===== config.mk =====
export PLATFORM = sky130hd
export DESIGN_NAME = beta_exe_mc_sequencer
export DESIGN_NICKNAME = d
export VERILOG_FILES = /design/src/rtl/beta_exe_mc_sequencer.sv
export SDC_FILE = /design/constraint.sdc
export NUM_CORES = 1
export LEC_CHECK = 0
export ABC_AREA = 1
export BUFFER_PORTS_ARGS = -buffer_cell sky130_fd_sc_hd__buf_2
export CORE_MARGIN = 2
export CORE_UTILIZATION = 57
export CTS_CLUSTER_SIZE = 25
export DETAILED_ROUTE_END_ITERATION = 7
export PLACE_DENSITY = 0.81
export SETUP_SLACK_MARGIN = 0.4
export SLEW_MARGIN = 20
export SYNTH_ARGS = -nofsm -noshare
export SYNTH_HDL_FRONTEND = slang
export SYNTH_SLANG_ARGS = --single-unit

===== constraint.sdc =====
create_clock -name clk_i -period 2.8 [get_ports clk_i]
set_input_delay 0.42 -clock clk_i [delete_from_list [all_inputs] [get_ports clk_i]]
set_output_delay 0.42 -clock clk_i [all_outputs]
set_load 0.005 [all_outputs]

===== src/rtl/beta_exe_mc_sequencer.sv =====
// Execute-stage sequencer: runs single-cycle instructions directly, hands multicycle ones to a unit,
// and queues decode traffic in a small pending FIFO. Define BETA_EXE_MCSEQ_TIMEOUT_EN for the watchdog abort.
module beta_exe_mc_sequencer #(
    parameter int NumUnits      = 2,
    parameter int PendDepth     = 2,
    parameter int TimeoutCycles = 255
) (
    input  logic                           clk_i,
    input  logic                           rst_i,
    input  logic                           new_instr_i,
    input  logic [NumUnits-1:0]            instr_unit_i,
    input  logic                           instr_wr_en_i,
    output logic [NumUnits-1:0]            unit_start_o,
    input  logic [NumUnits-1:0]            unit_busy_i,
    output logic                           reg_wr_en_o,
    output logic                           stage_busy_o,
    output logic                           instr_accept_o,
    output logic [$clog2(PendDepth+1)-1:0] pend_cnt_o,
    output logic                           overflow_o,
    output logic                           timeout_o
);

    localparam int CntW = $clog2(PendDepth + 1);
    localparam int PtrW = $clog2(PendDepth);
    localparam logic [CntW-1:0] DepthC  = CntW'(PendDepth);
    localparam logic [CntW-1:0] CntOne  = CntW'(1);
    localparam logic [PtrW-1:0] PtrOne  = PtrW'(1);

    if (NumUnits < 1 || NumUnits > 8) begin : g_bad_units
        $error("NumUnits must be in 1..8");
    end
    if (PendDepth < 2 || (PendDepth & (PendDepth - 1)) != 0) begin : g_bad_depth
        $error("PendDepth must be a power of 2, at least 2");
    end
    if (TimeoutCycles < 1) begin : g_bad_timeout
        $error("TimeoutCycles must be at least 1");
    end

    typedef enum logic [2:0] {
        IDLE      = 3'd0,
        EXEC1     = 3'd1,
        ISSUE     = 3'd2,
        WAIT_BUSY = 3'd3,
        WAIT_DONE = 3'd4,
        WB        = 3'd5
    } state_t;

    state_t state, state_nxt;

    logic [NumUnits-1:0] cur_unit;
    logic                cur_wr;
    logic [NumUnits-1:0] fifo_unit [PendDepth];
    logic [PendDepth-1:0] fifo_wr;
    logic [PtrW-1:0]     rd_ptr, wr_ptr;
    logic [CntW-1:0]     cnt;
    logic                overflow_q;

    logic                illegal, accept, fifo_empty, bypass, pop, push, load, drop;
    logic [NumUnits-1:0] new_unit, load_unit, start;
    logic                load_wr, wr_pulse, busy_state, active_busy;
`ifdef BETA_EXE_MCSEQ_TIMEOUT_EN
    localparam int WdW = $clog2(TimeoutCycles + 1);
    localparam logic [WdW-1:0] WdLast = WdW'(TimeoutCycles - 1);
    localparam logic [WdW-1:0] WdOne  = WdW'(1);
    logic [WdW-1:0] wd_cnt;
    logic           wd_abort;
    logic           timeout_q;
`endif

    // Multi-hot unit fields resolve to the lowest set index.
    function automatic logic [NumUnits-1:0] lowest_unit(input logic [NumUnits-1:0] v);
        logic [NumUnits-1:0] r;
        logic                found;
        r     = '0;
        found = 1'b0;
        for (int i = 0; i < NumUnits; i++) begin
            if (v[i] && !found) begin
                r[i]  = 1'b1;
                found = 1'b1;
            end
        end
        return r;
    endfunction

    always_comb begin
        illegal     = !(state inside {IDLE, EXEC1, ISSUE, WAIT_BUSY, WAIT_DONE, WB});
        new_unit    = lowest_unit(instr_unit_i);
        fifo_empty  = (cnt == '0);
        drop        = new_instr_i && (cnt == DepthC);
        accept      = new_instr_i && (cnt < DepthC) && !rst_i && !illegal;
        bypass      = accept && (state == IDLE) && fifo_empty;
        pop         = (state == IDLE) && !fifo_empty && !rst_i;
        push        = accept && !bypass;
        load        = bypass || pop;
        load_unit   = bypass ? new_unit : fifo_unit[rd_ptr];
        load_wr     = bypass ? instr_wr_en_i : fifo_wr[rd_ptr];
        active_busy = |(unit_busy_i & cur_unit);

        state_nxt  = state;
        start      = '0;
        wr_pulse   = 1'b0;
        busy_state = 1'b0;
        unique case (state)
            IDLE: begin
                if (load) state_nxt = (|load_unit) ? ISSUE : EXEC1;
            end
            EXEC1: begin
                wr_pulse  = cur_wr;
                state_nxt = IDLE;
            end
            ISSUE: begin
                busy_state = 1'b1;
                start      = cur_unit;
                if (active_busy) state_nxt = WAIT_BUSY;
            end
            WAIT_BUSY: begin
                busy_state = 1'b1;
                if (!active_busy) state_nxt = WB;
            end
            WAIT_DONE: begin
                busy_state = 1'b1;
                state_nxt  = IDLE;
            end
            WB: begin
                wr_pulse  = cur_wr;
                state_nxt = IDLE;
            end
            default: state_nxt = IDLE;
        endcase

`ifdef BETA_EXE_MCSEQ_TIMEOUT_EN
        // The watchdog wins over a same-cycle busy handshake.
        wd_abort = ((state == ISSUE) || (state == WAIT_BUSY)) && (wd_cnt == WdLast);
        if (wd_abort) state_nxt = IDLE;
`endif
    end

    assign unit_start_o   = rst_i ? '0 : start;
    assign reg_wr_en_o    = !rst_i && wr_pulse;
    assign stage_busy_o   = !rst_i && !illegal && (busy_state || !fifo_empty);
    assign instr_accept_o = accept;
    assign pend_cnt_o     = cnt;
    assign overflow_o     = overflow_q;

    always_ff @(posedge clk_i) begin
        if (rst_i) begin
            state      <= IDLE;
            rd_ptr     <= '0;
            wr_ptr     <= '0;
            cnt        <= '0;
            overflow_q <= 1'b0;
        end else begin
            state <= state_nxt;
            if (push) wr_ptr <= wr_ptr + PtrOne;
            if (pop)  rd_ptr <= rd_ptr + PtrOne;
            if (push && !pop)      cnt <= cnt + CntOne;
            else if (pop && !push) cnt <= cnt - CntOne;
            if (drop) overflow_q <= 1'b1;
        end
    end

    // Payload storage carries no reset; push/load are already blocked during reset.
    always_ff @(posedge clk_i) begin
        if (push) begin
            fifo_unit[wr_ptr] <= new_unit;
            fifo_wr[wr_ptr]   <= instr_wr_en_i;
        end
        if (load) begin
            cur_unit <= load_unit;
            cur_wr   <= load_wr;
        end
    end

`ifdef BETA_EXE_MCSEQ_TIMEOUT_EN
    always_ff @(posedge clk_i) begin
        if (rst_i) begin
            wd_cnt    <= '0;
            timeout_q <= 1'b0;
        end else begin
            if ((state_nxt == ISSUE) && (state != ISSUE))
                wd_cnt <= '0;
            else if ((state == ISSUE) || (state == WAIT_BUSY))
                wd_cnt <= wd_cnt + WdOne;
            if (wd_abort) timeout_q <= 1'b1;
        end
    end
    assign timeout_o = timeout_q;
`else
    assign timeout_o = 1'b0;
`endif

endmodule


==> results_dict.tcl, run 1 <==
set metrics [dict create \
    use_met1_pct 23.3 \
    htree_levels 1 \
    grt-ovfl-total 0 \
    nets 141 \
    postRouteAntennaNets 0 \
    clk_pin_slew_ns 0.11 \
    power.internal_mw 0.547 \
    synth_area_um2 963 \
    dieWidth_um 45.1 \
    grt_usage_pct 21.0 \
    vias_per_cell 5.18 \
    clk_latency_ns 0.31 \
    setup_viol 0 \
    synth_edf_count 9 \
    switching_power_mw 0.388 \
    powerDensity_nw_per_um2 878 \
    yosysWarnings 0 \
    synthCells 114 \
    start_kind "flop" \
    status "complete, no violations" \
    fp-row-count 14 \
    core_area_um2 1540 \
    critPathRequiredTime_ns 2.99 \
    grt_pass1_vias 741 \
    p_seq_share_pct 43.2 \
    async_reset_ff_share_pct 0 \
    drv_slew 0 \
    cp-end-kind "flop" \
    die_area_um2 2030 \
    switching_share_pct 41.5 \
    yosysSeqAreaShare_pct 46.8 \
    numClockSinks 18 \
    use_met3_pct 8.00 \
    final.setup.tns_ns 0 \
    arrival_ns 2.00 \
    drt_pass1_iterations 4 \
    detail_route.wl_per_cell_um 12.1 \
    critPathKind "flop to flop" \
    cts_tree "built" \
    ios 17 \
    postCtsSetupBuffers 0 \
    finalHoldViolCount 0 \
    grt_pass1_wl_mm 2.95 \
    cts_resized 0 \
    via_count 762 \
    ir_drop_v 0.000499 \
    fmax_ghz 0.551 \
    io_buffers 15 \
    drtIter0Drc 13 \
    cts_buffers 3 \
    yosysUniqueCellTypes 31 \
    drc 0 \
    antenna_found_initial 0 \
    synth_fp_nets 123 \
    grt_start_max_net_pins 11 \
    hp-class "primary input to flop" \
    ctsRootBufferMaster "clkbuf_4" \
    synth_flop_cell "edfxtp_1" \
    synth-seq-cells 18 \
    wl_mm 1.79 \
    initial_core_util_pct 62.5 \
    grt-busiest-layer "met2" \
    met2_usage_pct 34.6 \
    die_h_um 45.1 \
    clk_path_buf_depth 2 \
    clock_skew_ns 0.0164 \
    syn2layout_area_growth_pct 10.6 \
    fin_crit_ns 1.81 \
    layout-drive-gt1-share_pct 29.0 \
    avgSynthCellArea_um2 8.45 \
    fin_hold_ws_ns 0.321 \
    place.gp.congestion 0.832 \
    finalCritPeriodShare_pct 64.8 \
    power.leakage_nw 0.512 \
    rsz0062_at_grt "no" \
    hpwl_mm 1.43 \
    crit_fanout 5 \
    clkPwrFrac_pct 14.8 \
    holdBufCountCts 0 \
    num_antenna_cells 0 \
    comb_power_share_pct 42.0 \
    maxCapViolCount 0 \
]
-- metrics by stage --
step | setup slack, ns | cell area (um2) | utilization (%) | std cells | power (mW)
final | 0.985 | 1070 | 69.2 | 147 | 0.935
after global routing | 0.801 | 1070 | 69.2 | 147 | 1.00
after CTS | 0.986 | 1070 | 69.2 | 147 | 0.940
after detailed placement | 0.783 | 1040 | 67.5 | 143 | 0.803
after global placement | 0.856 | 1040 | 67.5 | 143 | 0.785
after floorplan | 1.05 | 963 | - | 114 | 0.703
-- sequential cells by signal, summed over array words and instances, names as in the netlist, named ones only --
name / cells
state: 3
wr_ptr: 1
overflow_o: 1
rd_ptr: 1
cur_wr: 1
fifo_wr: 2
pend_cnt_o: 2
fifo_unit: 4
cur_unit: 2
-- area by class of cell --
| cell class | count | area [um2] |
|---|---|---|
| Tap cell | 16 | 20.0 |
| Clock buffer | 3 | 22.5 |
| Timing Repair Buffer | 15 | 75.1 |
| Inverter | 21 | 83.8 |
| Clock inverter | 1 | 3.75 |
| Fill cell | 131 | 475 |
| Sequential cell | 18 | 450 |
| Multi-Input combinational cell | 73 | 410 |
-- synthesized netlist by cell type, types with 2 or more instances --
| library cell | count | share of area, % |
|---|---|---|
| nor2_1 | 9 | 3.5 |
| dfxtp_1 | 9 | 19 |
| nand2_1 | 27 | 11 |
| nor2_2 | 2 | 1.3 |
| nor3_1 | 2 | 1.0 |
| a21oi_1 | 5 | 2.6 |
| inv_1 | 15 | 5.8 |
| o21ai_1 | 2 | 1.0 |
| nand2_2 | 3 | 1.9 |
| o21ai_0 | 4 | 2.1 |
| nand3_1 | 4 | 2.1 |
| inv_2 | 5 | 1.9 |
| edfxtp_1 | 9 | 28 |
-- path summary, 6_finish.rpt --
check                           slack, ns         endpoint            start  depth (start not counted)
worst max-delay path                 0.99    pend_cnt_o[1]         state[1]                         10
worst max register to register       0.99    pend_cnt_o[1]         state[1]                         10
worst min register to register       0.47       overflow_o       overflow_o                          1
worst min-delay path                 0.32  fifo_unit[1][0]  instr_unit_i[0]                          1
-- routing by layer --
layer | vias up | share of wire (%)
li1 | 400 | -
met1 | 341 | 44
met2 | 17 | 49
met3 | 4 | 4.5
met4 | 0 | 1.8
met5 | - | 0
-- power by group through the flow --
stage          Clock [mW]  Sequential [mW]  Combinational (mW)
2_1_floorplan           0            0.401               0.302
4_1_cts             0.141            0.405               0.394
6_report            0.138            0.404               0.393
3_5_place_dp            0            0.411               0.392
3_3_place_gp            0            0.407               0.378
5_1_grt             0.151            0.414               0.440
-- worst max-delay path: stages (launching register included) --
cell     delay, ns
dfxtp_1       0.47
inv_1         0.10
o21ai_2       0.16
nor3_2        0.07
nand2_1       0.11
inv_2         0.05
ha_1          0.29
a21oi_1       0.11
o21ai_0       0.11
o21ai_0       0.17
a21oi_1       0.06
-- cell usage in the layout (no fill, tap or decap), drive strengths merged --
cell    instances
inv            20
nand3           5
a21oi           6
conb            1
nand2          30
nor2           13
a32o            1
clkbuf          3
nand4           3
a31o            1
xor2            1
a31oi           1
edfxtp          9
dfxtp           9
buf            15
clkinv          2
ha              1
nor3            3
o21ai           7
-- cells by family (layout without fill, tap and decap cells) --
group,after synthesis,in the layout,synth area share [%]
AO/OA/AOI/OAI,16,16,10.1
other,1,1,0.389
buffers and inverters,23,40,10.6
AND/OR/NAND/NOR,54,54,29.9
adder cells (fa/ha/maj),1,1,1.30
flip-flops,18,18,46.8
XOR/XNOR,1,1,0.909
(Power assumes the default switching activity.)
==> run 2: changes to the inputs <==
--- a/config.mk
+++ b/config.mk
@@ -8,10 +8,10 @@
 export ABC_AREA = 1
 export BUFFER_PORTS_ARGS = -buffer_cell sky130_fd_sc_hd__buf_2
 export CORE_MARGIN = 2
-export CORE_UTILIZATION = 57
+export CORE_UTILIZATION = 53
 export CTS_CLUSTER_SIZE = 25
 export DETAILED_ROUTE_END_ITERATION = 7
-export PLACE_DENSITY = 0.81
+export PLACE_DENSITY = 0.76
 export SETUP_SLACK_MARGIN = 0.4
 export SLEW_MARGIN = 20
 export SYNTH_ARGS = -nofsm -noshare
==> constraint.sdc (replaced) <==
create_clock -name clk_i -period 1.8 [get_ports clk_i]
set_input_delay 0.27 -clock clk_i [delete_from_list [all_inputs] [get_ports clk_i]]
set_output_delay 0.27 -clock clk_i [all_outputs]
set_load 0.005 [all_outputs]
==> results_dict.tcl, run 2 (synthesis gave the netlist of run 1 again) <==
set metrics [dict create \
    power.leakage_nw 0.575 \
    hp-class "primary input to flop" \
    final.setup.tns_ns 0 \
    htree_levels 1 \
    drv_slew 0 \
    grt_pass1_vias 773 \
    maxCapViolCount 0 \
    start_kind "flop" \
    fmax_ghz 0.644 \
    pre_cts_slack_ns 0.0992 \
    io_buffers 15 \
    ir_drop_v 0.000736 \
    fin_crit_ns 1.55 \
    clk_pin_slew_ns 0.11 \
    vias_per_cell 4.99 \
    regMostFlops "fifo_unit" \
    drc 0 \
    cts_tree "built" \
    largest_register_ffs 4 \
    switching_share_pct 42.2 \
    hold_end "fifo_unit[1][0]" \
    critPathKind "flop to flop" \
    die_h_um 46.6 \
    clock_skew_ns 0.00982 \
    layout-drive-gt1-share_pct 45.0 \
    min_from "instr_unit_i[0]" \
    wl_mm 2.11 \
    powerDensity_nw_per_um2 1330 \
    drt_pass1_iterations 4 \
    final_cell_mix "nand2_1, buf_2, inv_1, edfxtp_1, buf_4" \
    rr_worst_depth 10 \
    r2r-end "pend_cnt_o[1]" \
    clk_path_buf_depth 2 \
    detail_route.wl_per_cell_um 12.8 \
    clkPwrFrac_pct 12.7 \
    grt_usage_pct 21.6 \
    place.gp.congestion 0.830 \
    placed_area_um2 1090 \
    ctsRootBufferMaster "clkbuf_4" \
    grt_pass1_wl_mm 3.24 \
    p_seq_share_pct 39.7 \
    r2r-start "state[2]" \
    fin_area_um2 1260 \
    die_area_um2 2170 \
    fp-row-count 15 \
    cp-end-kind "flop" \
    cts_buffers 3 \
    utilization_pct 73.3 \
    postRouteAntennaNets 0 \
    rrSetupSlack_ns 0.25 \
    ios 17 \
    finalHoldViolCount 0 \
    syn2layout_area_growth_pct 31.3 \
    switching_power_mw 0.708 \
    arrival_ns 1.75 \
    numClockSinks 18 \
    power.internal_mw 0.971 \
    finalCritPeriodShare_pct 86.3 \
    dpl.cell_count 152 \
    grt-ovfl-total 0 \
    status "complete, no violations" \
    setup_viol 0 \
    dieWidth_um 46.6 \
    rsz0062_at_grt "yes" \
    final_common_cell "nand2_1" \
    top_regs "fifo_unit: 4 flops, state: 3 flops" \
    crit_fanout 6 \
    clk_latency_ns 0.30 \
    drtIter0Drc 8 \
    hpwl_mm 1.48 \
    core_area_um2 1730 \
    power_mw 1.68 \
    grt_start_max_net_pins 11 \
    via_count 823 \
    num_antenna_cells 0 \
    nets 150 \
    initial_core_util_pct 55.8 \
    fin_cells 165 \
    antenna_found_initial 0 \
    hold_depth 1 \
    fin_hold_ws_ns 0.177 \
    critPathRequiredTime_ns 1.99 \
    comb_power_share_pct 47.6 \
    fin_ws_ns 0.246 \
]
-- run 2: cell count changes in the layout (fill, tap and decap cells not counted), sizes merged --
cell	change
buf	+9
-- run 2: how the worst max path moves through the flow --
stage	start	endpoint	slack, ns	cells past startpoint
2_1_floorplan	rst_i	pend_cnt_o[1]	0.27	11
3_3_place_gp	rst_i	pend_cnt_o[1]	0.14	11
3_5_place_dp	rst_i	pend_cnt_o[1]	0.1	11
4_1_cts	state[2]	pend_cnt_o[1]	0.31	10
5_1_grt	state[2]	pend_cnt_o[1]	0.20	10
6_report	state[2]	pend_cnt_o[1]	0.25	10
-- run 2: power groups by stage --
stage               Clock, mW  Combinational, mW  Sequential [mW]
floorplan                   0              0.508            0.633
global placement            0              0.628            0.650
detailed placement          0              0.642            0.651
CTS                     0.209              0.713            0.663
global route            0.236              0.884            0.682
finish                  0.213              0.800            0.667
-- run 2: metal layers --
metal | vias up | GRT usage, % | routed length [um] | share of wire [%]
met1 | 378 | 26.9 | 919 | 44
met5 | - | 0 | 0 | 0
met3 | 7 | 5.88 | 67 | 3.2
met4 | 0 | 11.1 | 55 | 2.6
met2 | 18 | 33.9 | 1070 | 51
li1 | 420 | - | - | -
-- run 2: worst max-delay path: stages, from the launching register on --
cell and delay (ns):
dfxtp_4 0.38, inv_8 0.08, o21ai_4 0.07, nor3_4 0.19, nand2_4 0.10, inv_4 0.07, ha_4 0.19, a21oi_2 0.09
o21ai_1 0.08, o21ai_1 0.12, a21oi_1 0.05
-- run 2: repair_timing --
action / 4_1_cts / 5_1_grt
hold buffers: 0 / 0
buffers inserted: 6 / 3
setup endpoints to repair: 14 / 14
pin swaps: 8 / 4
gates resized for setup: 13 / 11
hold endpoints to repair: 0 / 0
-- run 2: final cells by class --
type                            count  area, um2
Multi-Input combinational cell     73        494
Sequential cell                    18        467
Fill cell                         131        462
Timing Repair Buffer               24        143
Clock inverter                      1       3.75
Tap cell                           25       31.3
Clock buffer                        3       22.5
Inverter                           21        104
==> run 3: changes to the inputs <==
--- a/config.mk
+++ b/config.mk
@@ -6,11 +6,11 @@
 export NUM_CORES = 1
 export LEC_CHECK = 0
 export ABC_AREA = 1
-export BUFFER_PORTS_ARGS = -buffer_cell sky130_fd_sc_hd__buf_2
 export CORE_MARGIN = 2
-export CORE_UTILIZATION = 53
+export CORE_UTILIZATION = 60
 export CTS_CLUSTER_SIZE = 25
 export DETAILED_ROUTE_END_ITERATION = 7
+export DONT_BUFFER_PORTS = 1
 export PLACE_DENSITY = 0.76
 export SETUP_SLACK_MARGIN = 0.4
 export SLEW_MARGIN = 20
==> results_dict.tcl, run 3 (synthesis gave the netlist of run 1 again) <==
set metrics [dict create \
    antenna_found_initial 0 \
    clk_latency_ns 0.30 \
    fp-row-count 14 \
    initial_core_util_pct 64.0 \
    pre_cts_slack_ns 0.136 \
    final_cell_mix "nand2_1, inv_1, edfxtp_1, buf_4, inv_2" \
    maxCapViolCount 0 \
    powerDensity_nw_per_um2 1380 \
    numClockSinks 18 \
    syn2layout_area_growth_pct 21.0 \
    cp-end-kind "flop" \
    die_area_um2 1940 \
    place.gp.congestion 0.863 \
    nets 134 \
    setup_viol 0 \
    cts_buffers 3 \
    via_count 784 \
    num_antenna_cells 0 \
    grt_pass1_wl_mm 3.26 \
    cts_tree "built" \
    rsz0062_at_grt "yes" \
    largest_register_ffs 4 \
    fmax_ghz 0.659 \
    crit_fanout 5 \
    clock_skew_ns 0.00836 \
    drtIter0Drc 27 \
    io_buffers 0 \
    dieWidth_um 44.1 \
    status "complete, no violations" \
    grt_pass1_vias 792 \
    final.setup.tns_ns 0 \
    drc 0 \
    arrival_ns 1.71 \
    finalCritPeriodShare_pct 84.3 \
    ios 17 \
    critPathKind "flop to flop" \
    fin_ws_ns 0.283 \
    finalHoldViolCount 0 \
    die_h_um 44.1 \
    final_common_cell "nand2_1" \
    ctsRootBufferMaster "clkbuf_4" \
    clk_path_buf_depth 2 \
    start_kind "flop" \
    grt_start_max_net_pins 11 \
    vias_per_cell 5.60 \
    postRouteAntennaNets 0 \
    fin_crit_ns 1.52 \
    htree_levels 1 \
    drt_pass1_iterations 5 \
    power.leakage_nw 0.498 \
    detail_route.wl_per_cell_um 15.1 \
    hp-class "primary input to flop" \
    holdBufCountCts 0 \
    ir_drop_v 0.000808 \
    wl_mm 2.11 \
    hpwl_mm 1.41 \
    layout-drive-gt1-share_pct 38.7 \
    grt-ovfl-total 0 \
    critPathRequiredTime_ns 1.99 \
    grt_usage_pct 23.2 \
    regMostFlops "fifo_unit" \
    core_area_um2 1510 \
    drv_slew 0 \
    top_regs "fifo_unit: 4 flops, state: 3 flops" \
    clk_pin_slew_ns 0.11 \
]
run 3: path summary, 6_finish.rpt:
kind	start	cells past startpoint	slack, ns	to
worst max-delay path	state[1]	10	0.28	pend_cnt_o[1]
worst max register to register	state[1]	10	0.28	pend_cnt_o[1]
worst min-delay path	rst_i	1	0.02	flop
worst min register to register	overflow_o	1	0.50	overflow_o
run 3: what timing repair did:
action | CTS | global route
gates resized for setup | 16 | 4
cloned | 0 | 0
pin swaps | 8 | 1
setup endpoints to repair | 11 | 13
endpoints found under the hold margin | 0 | 0
buffers inserted | 7 | 1
run 3: cell type report:
class | instances | area [um2]
sequential | 18 | 464
fill | 107 | 340
tap | 16 | 20.0
timing repair buffer | 8 | 72.6
clock buffer | 3 | 22.5
inverter | 21 | 96.3
multi-input combinational | 73 | 487
clock inverter | 1 | 3.75
run 3: critical path, cell delays in order, from the launching register on:
cell	delay, ns
dfxtp_4	0.39
inv_4	0.06
o21ai_4	0.06
nor3_4	0.16
nand2_2	0.08
inv_2	0.08
ha_4	0.20
a21oi_2	0.11
o21ai_2	0.08
o21ai_1	0.13
a21oi_1	0.06
run 3: where the power goes:
group | internal, mW | leakage [nW] | switching, mW
clock | 0.0808 | 0.0154 | 0.129
sequential | 0.561 | 0.160 | 0.105
combinational | 0.282 | 0.323 | 0.445
total | 0.924 | 0.498 | 0.679
run 3: stage by stage:
step | power [mW] | utilization (%) | hold WS, ns | area (um2) | instances
detailed placement | 1.24 | 66.9 | 0.348 | 1010 | 128
global route | 1.70 | 77.4 | 0.0220 | 1170 | 140
CTS | 1.56 | 75.2 | 0.0258 | 1130 | 139
global placement | 1.22 | 66.9 | 0.345 | 1010 | 128
floorplan | 1.14 | - | 0.369 | 1010 | 114
finish | 1.60 | 77.4 | 0.0250 | 1170 | 140
run 3: routing by layer:
layer  vias up  part of all wire (%)  GRT usage (%)
met5         -                     0              0
met2        20                    52           40.0
met4         0                   2.1           11.5
li1        388                     -              -
met3         7                   3.6           4.49
met1       369                    42           27.5
